==> config.mk <==
export PLATFORM = sky130hd
export DESIGN_NAME = instruction_loader_flat
export DESIGN_NICKNAME = d
export VERILOG_FILES = /design/src/rtl/instruction_loader_if.sv /design/src/rtl/instruction_loader.sv /design/src/flat_wrapper.sv
export SDC_FILE = /design/constraint.sdc
export NUM_CORES = 1
export LEC_CHECK = 0
export BUFFER_PORTS_ARGS = -buffer_cell sky130_fd_sc_hd__buf_2
export CAP_MARGIN = 25
export CORE_MARGIN = 5
export CORE_UTILIZATION = 52
export CTS_CLUSTER_DIAMETER = 40
export CTS_CLUSTER_SIZE = 10
export DETAILED_ROUTE_END_ITERATION = 6
export HOLD_SLACK_MARGIN = 0.15
export PLACE_DENSITY = 0.82
export SLEW_MARGIN = 30
export SYNTH_ARGS = -nofsm -noshare
export SYNTH_HDL_FRONTEND = slang
export SYNTH_SLANG_ARGS = --single-unit
export TNS_END_PERCENT = 1
==> constraint.sdc <==
create_clock -name clk -period 2 [get_ports clk]
set_input_delay 0.3 -clock clk [delete_from_list [all_inputs] [get_ports clk]]
set_output_delay 0.3 -clock clk [all_outputs]
set_load 0.05 [all_outputs]
==> src/rtl/instruction_loader_if.sv <==
// Byte-stream / instruction-RAM write bundle for instruction_loader.
//   master: stream source (drives start, byte_data, byte_valid) and observer of the outputs.
//   slave : the loader itself.
// Signals:
//   start         one-cycle session start pulse
//   byte_data     stream byte
//   byte_valid    byte_data valid this cycle
//   byte_ready    loader consumes a byte this cycle when byte_valid is also high
//   write_enable  one-cycle instruction RAM write strobe
//   write_address RAM write address
//   write_data    RAM write data (packed instruction)
//   cpu_reset     active-high CPU hold
//   busy          session in progress
//   done          one-cycle pulse on a successful session
//   error         sticky error flag, cleared by the next accepted start
//   word_count    word count from the current or last header
interface instruction_loader_if #(
  parameter int unsigned ADDR_WIDTH  = 16,
  parameter int unsigned INSTR_WIDTH = 28
);
  logic                   start;
  logic [7:0]             byte_data;
  logic                   byte_valid;
  logic                   byte_ready;
  logic                   write_enable;
  logic [ADDR_WIDTH-1:0]  write_address;
  logic [INSTR_WIDTH-1:0] write_data;
  logic                   cpu_reset;
  logic                   busy;
  logic                   done;
  logic                   error;
  logic [15:0]            word_count;

  modport master (
    output start, byte_data, byte_valid,
    input  byte_ready, write_enable, write_address, write_data,
    input  cpu_reset, busy, done, error, word_count
  );

  modport slave (
    input  start, byte_data, byte_valid,
    output byte_ready, write_enable, write_address, write_data,
    output cpu_reset, busy, done, error, word_count
  );
endinterface

==> src/rtl/instruction_loader.sv <==
// Loads a program into the writable instruction RAM from a framed byte stream while holding
// the CPU in reset. Frame: 16-bit big-endian word count, 4 bytes per instruction (top nibble
// of the first byte must be zero), then one XOR checksum byte over everything since start.
// Ports:
//   clk    rising-edge clock
//   rst_n  asynchronous active-low reset
//   bus    instruction_loader_if slave (stream in, RAM write strobe and status out)
// INSTR_WIDTH must lie in 17..32.
module instruction_loader #(
  parameter int unsigned ADDR_WIDTH  = 16,
  parameter int unsigned INSTR_WIDTH = 28,
  parameter int unsigned MAX_WORDS   = 256
) (
  input  logic                 clk,
  input  logic                 rst_n,
  instruction_loader_if.slave  bus
);

  typedef enum logic [2:0] {StIdle, StLenHi, StLenLo, StData, StCheck, StDone} state_e;

  localparam logic [15:0]           MaxWords = 16'(MAX_WORDS);
  localparam logic [ADDR_WIDTH-1:0] AddrOne  = ADDR_WIDTH'(1);
  localparam int unsigned           ShiftW   = INSTR_WIDTH - 8;

  state_e                 state_q, state_d;
  logic [15:0]            count_q, count_d;
  logic [15:0]            words_q, words_d;
  logic [7:0]             csum_q, csum_d;
  logic [1:0]             idx_q, idx_d;
  // Only the bytes that survive into the instruction are kept; byte 0's top nibble is
  // checked to be zero and then falls off the top.
  logic [ShiftW-1:0]      shift_q, shift_d;
  logic [ADDR_WIDTH-1:0]  addr_q, addr_d;
  logic                   we_q, we_d;
  logic [ADDR_WIDTH-1:0]  waddr_q, waddr_d;
  logic [INSTR_WIDTH-1:0] wdata_q, wdata_d;
  logic                   err_q, err_d;
  logic                   cpu_q, cpu_d;

  logic        accept;
  logic [15:0] words_inc;

  always_comb begin
    state_d   = state_q;
    count_d   = count_q;
    words_d   = words_q;
    csum_d    = csum_q;
    idx_d     = idx_q;
    shift_d   = shift_q;
    addr_d    = addr_q;
    we_d      = 1'b0;
    waddr_d   = waddr_q;
    wdata_d   = wdata_q;
    err_d     = err_q;
    cpu_d     = cpu_q;
    words_inc = words_q + 16'd1;

    bus.byte_ready = (state_q == StLenHi) || (state_q == StLenLo) ||
                     (state_q == StData)  || (state_q == StCheck);
    accept = bus.byte_valid && bus.byte_ready;

    unique case (state_q)
      StIdle: begin
        if (bus.start) begin
          err_d   = 1'b0;
          csum_d  = 8'h00;
          idx_d   = 2'd0;
          addr_d  = '0;
          words_d = 16'd0;
          cpu_d   = 1'b1;
          state_d = StLenHi;
        end
      end
      StLenHi: begin
        if (accept) begin
          count_d = {bus.byte_data, count_q[7:0]};
          csum_d  = csum_q ^ bus.byte_data;
          state_d = StLenLo;
        end
      end
      StLenLo: begin
        if (accept) begin
          count_d = {count_q[15:8], bus.byte_data};
          csum_d  = csum_q ^ bus.byte_data;
          if (count_d > MaxWords) begin
            err_d   = 1'b1;
            state_d = StIdle;
          end else if (count_d == 16'd0) begin
            state_d = StCheck;
          end else begin
            state_d = StData;
          end
        end
      end
      StData: begin
        if (accept) begin
          csum_d = csum_q ^ bus.byte_data;
          if ((idx_q == 2'd0) && (bus.byte_data[7:4] != 4'h0)) begin
            err_d   = 1'b1;
            state_d = StIdle;
          end else if (idx_q == 2'd3) begin
            we_d    = 1'b1;
            waddr_d = addr_q;
            wdata_d = {shift_q, bus.byte_data};
            addr_d  = addr_q + AddrOne;
            words_d = words_inc;
            idx_d   = 2'd0;
            if (words_inc == count_q) state_d = StCheck;
          end else begin
            shift_d = {shift_q[ShiftW-9:0], bus.byte_data};
            idx_d   = idx_q + 2'd1;
          end
        end
      end
      StCheck: begin
        if (accept) begin
          if (bus.byte_data == csum_q) begin
            state_d = StDone;
          end else begin
            err_d   = 1'b1;
            state_d = StIdle;
          end
        end
      end
      StDone: begin
        cpu_d   = 1'b0;
        state_d = StIdle;
      end
      default: state_d = StIdle;
    endcase
  end

  always_ff @(posedge clk or negedge rst_n) begin
    if (!rst_n) begin
      state_q <= StIdle;
      count_q <= 16'd0;
      words_q <= 16'd0;
      csum_q  <= 8'h00;
      idx_q   <= 2'd0;
      shift_q <= '0;
      addr_q  <= '0;
      we_q    <= 1'b0;
      waddr_q <= '0;
      wdata_q <= '0;
      err_q   <= 1'b0;
      cpu_q   <= 1'b0;
    end else begin
      state_q <= state_d;
      count_q <= count_d;
      words_q <= words_d;
      csum_q  <= csum_d;
      idx_q   <= idx_d;
      shift_q <= shift_d;
      addr_q  <= addr_d;
      we_q    <= we_d;
      waddr_q <= waddr_d;
      wdata_q <= wdata_d;
      err_q   <= err_d;
      cpu_q   <= cpu_d;
    end
  end

  assign bus.write_enable  = we_q;
  assign bus.write_address = waddr_q;
  assign bus.write_data    = wdata_q;
  assign bus.cpu_reset     = cpu_q;
  assign bus.busy          = (state_q != StIdle);
  assign bus.done          = (state_q == StDone);
  assign bus.error         = err_q;
  assign bus.word_count    = count_q;

endmodule

==> src/flat_wrapper.sv <==
// flat-port wrapper written by rule: the top's interface ports become plain ports
module instruction_loader_flat 
#(
  parameter int unsigned ADDR_WIDTH  = 16,
  parameter int unsigned INSTR_WIDTH = 28,
  parameter int unsigned MAX_WORDS   = 256
)
  (clk, rst_n, bus_start, bus_byte_data, bus_byte_valid, bus_byte_ready, bus_write_enable, bus_write_address, bus_write_data, bus_cpu_reset, bus_busy, bus_done, bus_error, bus_word_count);
  instruction_loader_if #(.ADDR_WIDTH(ADDR_WIDTH), .INSTR_WIDTH(INSTR_WIDTH)) bus_i ();
  input  logic clk;
  input  logic rst_n;
  input wire logic [$bits(bus_i.start)-1:0] bus_start;
  input wire logic [$bits(bus_i.byte_data)-1:0] bus_byte_data;
  input wire logic [$bits(bus_i.byte_valid)-1:0] bus_byte_valid;
  output wire logic [$bits(bus_i.byte_ready)-1:0] bus_byte_ready;
  output wire logic [$bits(bus_i.write_enable)-1:0] bus_write_enable;
  output wire logic [$bits(bus_i.write_address)-1:0] bus_write_address;
  output wire logic [$bits(bus_i.write_data)-1:0] bus_write_data;
  output wire logic [$bits(bus_i.cpu_reset)-1:0] bus_cpu_reset;
  output wire logic [$bits(bus_i.busy)-1:0] bus_busy;
  output wire logic [$bits(bus_i.done)-1:0] bus_done;
  output wire logic [$bits(bus_i.error)-1:0] bus_error;
  output wire logic [$bits(bus_i.word_count)-1:0] bus_word_count;
  assign bus_i.start = bus_start;
  assign bus_i.byte_data = bus_byte_data;
  assign bus_i.byte_valid = bus_byte_valid;
  assign bus_byte_ready = bus_i.byte_ready;
  assign bus_write_enable = bus_i.write_enable;
  assign bus_write_address = bus_i.write_address;
  assign bus_write_data = bus_i.write_data;
  assign bus_cpu_reset = bus_i.cpu_reset;
  assign bus_busy = bus_i.busy;
  assign bus_done = bus_i.done;
  assign bus_error = bus_i.error;
  assign bus_word_count = bus_i.word_count;
  instruction_loader #(.ADDR_WIDTH(ADDR_WIDTH), .INSTR_WIDTH(INSTR_WIDTH), .MAX_WORDS(MAX_WORDS)) u_core (.clk(clk), .rst_n(rst_n), .bus(bus_i));
endmodule
==> flow_summary.json, run 1 <==
{
  "status": "finished, violations left",
  "violations": "setup timing",
  "crit_start": "u_core.state_q[0]",
  "cts_tree": "yes",
  "final_cell_mix": "142 x nand2_1, 127 x dfrtp_1, 74 x buf_2",
  "endpoint": "u_core.state_q[2]",
  "die-height_microns": 119,
  "fin_ws_ns": -0.0801,
  "dieArea_sq_mm": 0.0141,
  "power_density_mw_per_mm2": 1180,
  "synth-async-reset-ratio_pct": 100,
  "final_area_sq_mm": 0.00785,
  "worstPathArrival_ns": 2.43,
  "tightest_slew_ns": 0.576,
  "syn_nets": 648,
  "rows": 39,
  "synth_top_flop_cell": "dfrtp_1",
  "final-hold-violation-count": 0,
  "ys_top_cells_by_area": "dfrtp_1 52%, nand2_1 8.7%, mux2_2 6.4%",
  "path_max_fanout": 3,
  "crit_path_end_kind": "flip-flop",
  "dpl-instance-area_sq_mm": 0.00708,
  "path_clk_slew_ns": 0.06,
  "synth.distinct_cells": 62,
  "vdd_drop_max_mv": 0.664,
  "final_antenna_net_count": 0,
  "hp-class": "in2reg",
  "syn_avg_cell_area_sq_um": 9.71,
  "synth_cells": 632,
  "n_antenna_cell": 0,
  "worstPathRequired_ns": 2.35,
  "crit_chain": "or3b_4 > or3_1 > or4_4 > a31o_1 > o21ai_2 > o21a_1",
  "grt_usage_pct": 24.3,
  "r2r_cells": 6,
  "yosysWarnings": 0,
  "syn_to_final_growth_pct": 28.0,
  "regToRegStartpoint": "u_core.state_q[0]",
  "cts.htree.levels": 4,
  "setup_violations": 4,
  "wl_per_cell_microns": 18.7,
  "fmax_ghz": 0.481,
  "cts_made_buffers": 17,
  "fin_nets": 774,
  "fin_util_pct": 68.2,
  "r2r_end": "u_core.state_q[2]",
  "pin_count": 78,
  "cts_sinks": 128,
  "start_kind": "flip-flop",
  "cp_slowest_stage_delay_ns": 0.50,
  "grt_max_degree": 54,
  "n_fill_cell": 834,
  "cts_max_path_buffers": 2,
  "wirelength_microns": 17100,
  "dpl.hpwl_microns": 11500,
  "rrSetupSlack_ns": -0.08,
  "via_per_inst": 5.85,
  "ys_ff_latch": 128,
  "drive_gt1_share_pct": 31.4,
  "slowest_stage": "or4_4",
  "drtPass1Iterations": 5,
  "gr-total-overflow": 0,
  "path_class": "reg2reg",
  "antenna_found_initial": 0,
  "grt_pass1_wl_microns": 27600,
  "slew_headroom_pct": 61.6,
  "min_period_over_period_pct": 104,
  "yosys.area.top_type": "dfrtp_1",
  "rsz0062_at_grt": "yes",
  "io_buffer_count": 77,
  "cts-root-buf": "clkbuf_16",
  "fin_skew_ns": 0.0105,
  "max_cap_violations": 0,
  "dieWidth_microns": 119,
  "final_common_cell": "nand2_1",
  "ys_seq_area_share_pct": 52.2,
  "yosysTopAreaCellShare_pct": 52.2,
  "period_needed_ns": 2.08,
  "vias": 5347,
  "grt_pass1_vias": 5548,
  "route.detailed.drc": 0,
  "place_congestion": 0.930,
  "core-area_sq_mm": 0.0115,
  "clk_latency_ns": 0.41,
  "drt_iter0_drc": 562,
  "mappedNetlistArea_sq_mm": 0.00614,
  "leakagePower_nw": 3.93,
  "report.final.slew_viol_count": 0,
  "synth_edf_count": 0,
  "start_util_pct": 53.3
}
[synthesized netlist by cell type, types with 3 or more instances]
cell type and n:
mux2_2 35, o2111ai_1 3, and2_1 5, or3_1 6, clkbuf_1 25, and3_1 5, nand2_1 142, ha_1 4
a21oi_1 7, and4_1 5, nor3b_1 3, xor2_1 12, nor4_1 7, a31oi_1 4, nor2b_1 3, o21ai_0 61
inv_1 15, dfrtp_1 128, nand4_1 11, nand2b_1 9, nor3_1 9, nor2_1 33, o22ai_1 3, buf_2 5
o31ai_1 3, buf_1 5, nand3_1 19, xnor2_1 23
[layer usage]
layer	GRT usage [%]	routed length [microns]	vias to the layer above
li1	-	-	2424
met1	29.2	6740	2677
met2	41.6	8880	199
met3	6.30	978	47
met4	10.4	465	0
met5	0	0	-
[worst max-delay path, delay by kind of cell, from the launching register on]
kind               cells  cell delay (ns)
DFF                    1             0.37
and+or+nand+nor        3             1.22
AOI/OAI and AO/OA      3             0.43
[through the flow]
| stage | setup WS, ns | cells | total power, mW | TNS, ns | hold WS, ns |
|---|---|---|---|---|---|
| 2_1_floorplan | -0.152 | 632 | 5.09 | -1.67 | 0.00441 |
| 3_3_place_gp | -0.127 | 878 | 5.89 | -2.00 | 0.316 |
| 3_5_place_dp | -0.200 | 878 | 5.97 | -2.50 | 0.326 |
| 4_1_cts | -0.106 | 911 | 9.14 | -0.307 | 0.200 |
| 5_1_grt | -0.134 | 914 | 9.59 | -0.729 | 0.209 |
| 6_report | -0.0801 | 914 | 9.23 | -0.191 | 0.212 |
[cell families after synthesis]
logic type	after synthesis	synth area share (%)
compound gates	101	10.4
xor+xnor	35	4.99
fa+ha+maj	4	0.816
buf+inv	54	3.61
flops	128	52.2
mux	36	6.59
simple gates	274	21.4
[registers in the layout, summed over array words and instances (netlist names)]
name	flops
u_core.addr_q	16
u_core.bus.cpu_reset	1
u_core.bus.error	1
u_core.bus.word_count	16
u_core.bus.write_address	16
u_core.bus.write_data	28
u_core.bus.write_enable	1
u_core.csum_q	8
u_core.idx_q	2
u_core.shift_q	20
u_core.state_q	3
u_core.words_q	16
[how the worst min path moves through the flow]
stage | startpoint | slack, ns | to | cells after the start
5_1_grt | bus_byte_data[3] | 0.21 | u_core.bus.write_data[3] | 3
2_1_floorplan | rst_n | 0.004 | u_core.addr_q[0] | 0
3_3_place_gp | rst_n | 0.32 | u_core.bus.write_data[20] | 1
3_5_place_dp | rst_n | 0.33 | u_core.bus.write_enable | 1
6_report | bus_byte_data[3] | 0.21 | u_core.bus.write_data[3] | 3
4_1_cts | bus_byte_data[3] | 0.20 | u_core.bus.write_data[3] | 3
[report_power, final]
| part | switching [mW] | leakage, nW | internal, mW |
|---|---|---|---|
| sequential | 0.362 | 1.73 | 2.96 |
| combinational | 1.77 | 1.92 | 1.02 |
| clock | 1.13 | 0.287 | 1.98 |
| total | 3.26 | 3.93 | 5.97 |
[area by class of cell]
class                           count  area [sq um]  area share (%)
Clock buffer                       21           450            5.74
Clock inverter                     11           139            1.77
Inverter                           16          62.6           0.797
Multi-Input combinational cell    451          2860            36.4
Sequential cell                   128          3200            40.8
Tap cell                          143           179            2.28
Timing Repair Buffer              144           960            12.2
[timing repair]
| action | 4_1_cts | 5_1_grt |
|---|---|---|
| hold buffers | 1 | 0 |
| endpoints found under the hold margin | 36 | 0 |
| cloned | 0 | 1 |
| gates resized for setup | 12 | 25 |
| pin swaps | 4 | 7 |
| buffers inserted | 0 | 2 |
| endpoints found under the setup margin | 11 | 38 |
No activity file was read; power rests on OpenSTA's default activity.
==> run 2: changes to the inputs <==
Settings changed: CORE_MARGIN 5 to 2.
==> run 2 against run 1 <==
Net effect: the flow still finishes with violations (setup timing); fmax decreased by 3.8%; design area decreased by 0.21%; final cell count decreased by 0.98%; register-to-register slack got worse by 0.08 ns; critical endpoint unchanged; highest routed layer unchanged.
==> flow_summary.json, run 2 (same netlist as run 1, synthesis figures left out) <==
{
  "wirelength_microns": 16700,
  "cp_slowest_stage_delay_ns": 0.56,
  "dieWidth_microns": 113,
  "clockPowerShare_pct": 36.2,
  "drt_iter0_drc": 530,
  "route.detailed.drc": 0,
  "internal-power_mw": 6.16,
  "final_common_cell": "nand2_1",
  "final_cell_mix": "142 x nand2_1, 128 x dfrtp_1, 75 x buf_2",
  "largest_reg_flops": 28,
  "n_fill_cell": 806,
  "grt_usage_pct": 26.7,
  "path_delay_family": "simple AND/OR/NAND/NOR gates",
  "start_util_pct": 53.5,
  "min_period_over_period_pct": 108,
  "crit_path_end_kind": "flip-flop",
  "via_per_inst": 5.95,
  "clk_latency_ns": 0.42,
  "wl_met1_microns": 6570,
  "p_comb_share_pct": 28.6,
  "pre_cts_ws_ns": -0.189,
  "worstPathRequired_ns": 2.36,
  "dr_wl_met3_microns": 1060,
  "path_class": "reg2reg",
  "grt_pass1_vias": 5544,
  "p_sw_mw": 3.27,
  "top_layer_used": "met4",
  "leakagePower_nw": 3.95,
  "fin_cells": 905,
  "final-hold-violation-count": 0,
  "rsz0062_at_grt": "yes",
  "cts_sinks": 128,
  "wl_per_cell_microns": 18.5,
  "cp_num_buf_inv": 0,
  "status": "finished, violations left",
  "syn_to_final_growth_pct": 27.7,
  "power_density_mw_per_mm2": 1200,
  "final_antenna_net_count": 0,
  "rows": 39,
  "hp-class": "in2reg",
  "dp.cells": 868,
  "cts_tree": "yes",
  "cts-root-buf": "clkbuf_16",
  "n_antenna_cell": 0,
  "vias": 5385,
  "slew_headroom_pct": 61.6,
  "report.final.slew_viol_count": 0,
  "antenna_found_initial": 0,
  "vdd_drop_max_mv": 1.18,
  "slowest_stage": "or4_4",
  "place_congestion": 0.935,
  "io_buffer_count": 77,
  "fmax_ghz": 0.463,
  "fin_ws_ns": -0.162,
  "cts.htree.levels": 4,
  "crit_chain": "or3b_4 > or3_4 > or4_4 > a31o_1 > o21ai_2 > o21a_1",
  "dieArea_sq_mm": 0.0127,
  "tightest_slew_ns": 0.576,
  "pin_count": 78,
  "gr-total-overflow": 0,
  "finalSetupTns_ns": -0.337,
  "setup_violations": 4,
  "cts_made_buffers": 17,
  "period_needed_ns": 2.16,
  "path_clk_slew_ns": 0.06,
  "power_frac_seq_pct": 35.3,
  "drive_gt1_share_pct": 30.1,
  "core-area_sq_mm": 0.0115,
  "multi_input_area_sq_mm": 0.00285,
  "dr_wl_met2_microns": 8630,
  "rrSetupSlack_ns": -0.16,
  "drtPass1Iterations": 6,
  "start_kind": "flip-flop",
  "fin_skew_ns": 0.00786,
  "die-height_microns": 113,
  "fin_nets": 765,
  "max_cap_violations": 0,
  "grt_pass1_wl_microns": 27000,
  "grt_max_degree": 46,
  "violations": "setup timing",
  "p_sw_share_pct": 34.7,
  "regArea_sq_mm": 0.00320,
  "dpl.hpwl_microns": 11100,
  "cts_max_path_buffers": 2,
  "path_max_fanout": 3,
  "worstPathArrival_ns": 2.52
}
run 2: per-layer routing:
layer	vias up	global-route usage, %
met4	0	12.0
met5	-	0
met3	52	6.48
met2	257	45.7
li1	2405	-
met1	2671	31.9
run 2: repair_timing:
action	in CTS	in global routing
gates resized for setup	8	21
cloned	0	1
pin swaps	2	9
hold endpoints to repair	40	0
endpoints found under the setup margin	10	31
hold buffers	1	0
setup buffers	0	3
run 2: final timing paths:
path	cells past startpoint	end	start
worst min register to register	2	u_core.bus.write_data[21]	u_core.shift_q[13]
worst max register to register	6	u_core.state_q[2]	u_core.state_q[0]
worst min-delay path	3	u_core.bus.write_data[2]	bus_byte_data[2]
max in group asynchronous	3	u_core.addr_q[9]	rst_n
worst max-delay path	6	u_core.state_q[2]	u_core.state_q[0]
min in group asynchronous	2	u_core.bus.write_data[13]	rst_n
run 2: cell type report:
type	instances	area share [%]
clock inverters	14	2.70
repair buffers	135	11.3
inverters	16	0.830
flip-flops and latches	128	40.9
multi-input cells	451	36.4
well taps	143	2.28
clock buffers	18	5.60
run 2: worst reg2reg max path, delay by kind of cell, from the launching register on:
kind            cells  cell delay [ns]
flops               1             0.38
simple gates        3             1.28
compound gates      3             0.45
run 2: power by group through the flow:
stage | registers, mW | logic (mW) | clock network (mW)
after floorplan | 3.88 | 1.21 | 0
after global placement | 3.32 | 2.50 | 0
after detailed placement | 3.35 | 2.57 | 0
after CTS | 3.31 | 2.61 | 3.43
after global routing | 3.36 | 2.85 | 3.54
final | 3.32 | 2.70 | 3.41
run 2: through the flow:
stage          instance area [sq um]  util, %  total power, mW  hold slack, ns
2_1_floorplan                   6140        -             5.09         0.00441
3_3_place_gp                    7000     61.0             5.83           0.331
3_5_place_dp                    7000     61.0             5.91           0.336
4_1_cts                         7690     67.1             9.35           0.170
5_1_grt                         7840     68.3             9.75           0.189
6_report                        7840     68.3             9.43           0.179
==> run 3: changes to the inputs <==
--- a/config.mk
+++ b/config.mk
@@ -7,3 +7,3 @@
 export LEC_CHECK = 0
-export BUFFER_PORTS_ARGS = -buffer_cell sky130_fd_sc_hd__buf_2
+export BUFFER_PORTS_ARGS = -buffer_cell sky130_fd_sc_hd__clkbuf_2
 export CAP_MARGIN = 25
--- a/constraint.sdc
+++ b/constraint.sdc
@@ -3,2 +3,2 @@
 set_output_delay 0.3 -clock clk [all_outputs]
-set_load 0.05 [all_outputs]
+set_load 0.01 [all_outputs]
==> run 3 against run 2 <==
Net effect: the run still ends with setup timing left; utilization down 1.6 points; final cell count shrank 0.33%; design area shrank 2.3%; total power is 11% lower; critical path depth did not move; worst setup slack improved by 0.053 ns; routed wire length about the same; first-iteration DRC count increased by 9.2%; highest routed layer unchanged.
==> flow_summary.json, run 3 (same netlist as run 1, synthesis figures left out) <==
{
  "worstHoldStart": "bus_byte_data[2]",
  "antenna_found_initial": 0,
  "path_max_fanout": 3,
  "largest_reg_flops": 28,
  "final-hold-violation-count": 0,
  "final_common_cell": "nand2_1",
  "grt_pass1_wl_microns": 27700,
  "wl_per_cell_microns": 18.5,
  "p_sw_share_pct": 31.6,
  "period_needed_ns": 2.11,
  "die-height_microns": 113,
  "internal-power_mw": 5.71,
  "path_class": "reg2reg",
  "pin_count": 78,
  "place_congestion": 0.942,
  "setup_violations": 10,
  "cts.htree.levels": 4,
  "drive_gt1_share_pct": 29.2,
  "grt_usage_pct": 27.5,
  "io_buffer_count": 77,
  "slew_headroom_pct": 55.7,
  "worstPathArrival_ns": 2.45,
  "path_clk_slew_ns": 0.06,
  "cp_slowest_stage_delay_ns": 0.51,
  "hp-class": "in2reg",
  "rrSetupSlack_ns": -0.11,
  "n_fill_cell": 815,
  "whs_path_depth": 3,
  "fin_cells": 902,
  "fmax_ghz": 0.474,
  "gr-total-overflow": 0,
  "cts_sinks": 128,
  "clk_latency_ns": 0.41,
  "p_comb_share_pct": 24.3,
  "status": "finished, violations left",
  "regToRegStartpoint": "u_core.state_q[0]",
  "r2r_cells": 6,
  "clockPowerShare_pct": 35.7,
  "multi_input_area_sq_mm": 0.00277,
  "violations": "setup timing",
  "fin_ws_ns": -0.109,
  "dieArea_sq_mm": 0.0127,
  "final_cell_mix": "142 x nand2_1, 127 x dfrtp_1, 75 x clkbuf_2",
  "core-area_sq_mm": 0.0115,
  "route.detailed.drc": 0,
  "cp_num_buf_inv": 0,
  "dpl.hpwl_microns": 11200,
  "cts_made_buffers": 17,
  "fin_skew_ns": 0.00844,
  "n_antenna_cell": 0,
  "cts-root-buf": "clkbuf_16",
  "wirelength_microns": 16700,
  "leakagePower_nw": 3.77,
  "power_density_mw_per_mm2": 1090,
  "cp_num_cells": 6,
  "dp.cells": 868,
  "cts_tree": "yes",
  "regArea_sq_mm": 0.00320,
  "min_to": "u_core.bus.write_data[2]",
  "drtPass1Iterations": 7,
  "grt_pass1_vias": 5486,
  "p_sw_mw": 2.64,
  "power_frac_seq_pct": 40.0,
  "worstPathRequired_ns": 2.34,
  "rsz0062_at_grt": "yes",
  "dpl-instance-area_sq_mm": 0.00700,
  "vias": 5335,
  "max_cap_violations": 0,
  "report.final.slew_viol_count": 0,
  "crit_chain": "or3b_4 > or3_1 > or4_4 > a31o_1 > o21ai_1 > o21a_1",
  "syn_to_final_growth_pct": 24.7,
  "via_per_inst": 5.91,
  "start_util_pct": 53.5,
  "tightest_slew_ns": 0.664,
  "min_period_over_period_pct": 105,
  "grt_max_degree": 73,
  "drt_iter0_drc": 579,
  "r2r_end": "u_core.state_q[2]",
  "slowest_stage": "or4_4",
  "start_kind": "flip-flop",
  "vdd_drop_max_mv": 0.595,
  "cts_max_path_buffers": 2,
  "crit_path_end_kind": "flip-flop",
  "path_delay_family": "simple AND/OR/NAND/NOR gates",
  "dieWidth_microns": 113,
  "final_antenna_net_count": 0,
  "rows": 39,
  "fin_nets": 762,
  "pre_cts_ws_ns": -0.179,
  "final_area_sq_mm": 0.00765
}
==> run 3: changes by cell type in the layout (fill, tap and decap cells not counted), sizes merged <==
cell,previous run,this run
clkbuf,18,96
buf,134,57
bufinv,5,1
clkinv,6,4
clkinvlp,2,4
inv,17,18
o2111ai,5,4
==> run 3: layer usage <==
layer  up-vias  share of wire, %  GRT usage, %
li1       2398                 -             -
met1      2623                39          34.0
met2       260                52          46.9
met3        54               6.6          6.91
met4         0               2.9          10.3
met5         -                 0             0
==> run 3: metrics by stage <==
step                      utilization (%)  TNS (ns)  power, mW  hold slack [ns]
after floorplan                         -     -1.65       4.47          0.00441
after global placement               61.0     -2.09       5.19            0.307
after detailed placement             61.0     -1.32       5.31            0.312
after CTS                            66.5    -0.426       8.34            0.177
after global routing                 66.7     -2.57       8.71            0.192
final                                66.7    -0.700       8.35            0.190
==> run 3: power by group through the flow <==
stage               clock, mW  sequential [mW]  combinational (mW)
floorplan                   0             3.34                1.13
global placement            0             3.33                1.86
detailed placement          0             3.36                1.95
CTS                      3.01             3.33                2.00
global route             3.13             3.38                2.19
finish                   2.98             3.34                2.03
==> run 3: what timing repair did <==
item                       4_1_cts  5_1_grt
hold buffers                     1        0
gates resized for setup          7        9
setup buffers                    1        0
setup endpoints to repair        9       37
pin swaps                        4        0
hold endpoints to repair        35        0
==> run 3: final cells by class <==
cell class,instances,share of cell area [%]
Multi-Input combinational cell,450,36.2
Timing Repair Buffer,133,11.3
Tap cell,143,2.34
Clock inverter,11,1.37
Sequential cell,128,41.9
Clock buffer,21,6.15
Inverter,16,0.785
==> run 3: worst max path at each step <==
stage	start	endpoint	slack, ns
after floorplan	u_core.state_q[0]	u_core.state_q[2]	-0.15
after global placement	u_core.state_q[0]	u_core.words_q[6]	-0.13
after CTS	u_core.state_q[0]	u_core.state_q[2]	-0.11
final	u_core.state_q[0]	u_core.state_q[2]	-0.11
after global routing	u_core.state_q[2]	u_core.addr_q[12]	-0.19
after detailed placement	bus_byte_data[5]	u_core.addr_q[12]	-0.18
==> run 3: worst register-to-register path: stages, from the launching register on <==
cell and delay (ns):
dfrtp_1 0.38, or3b_4 0.41, or3_1 0.31, or4_4 0.51, a31o_1 0.23, o21ai_1 0.07
o21a_1 0.14
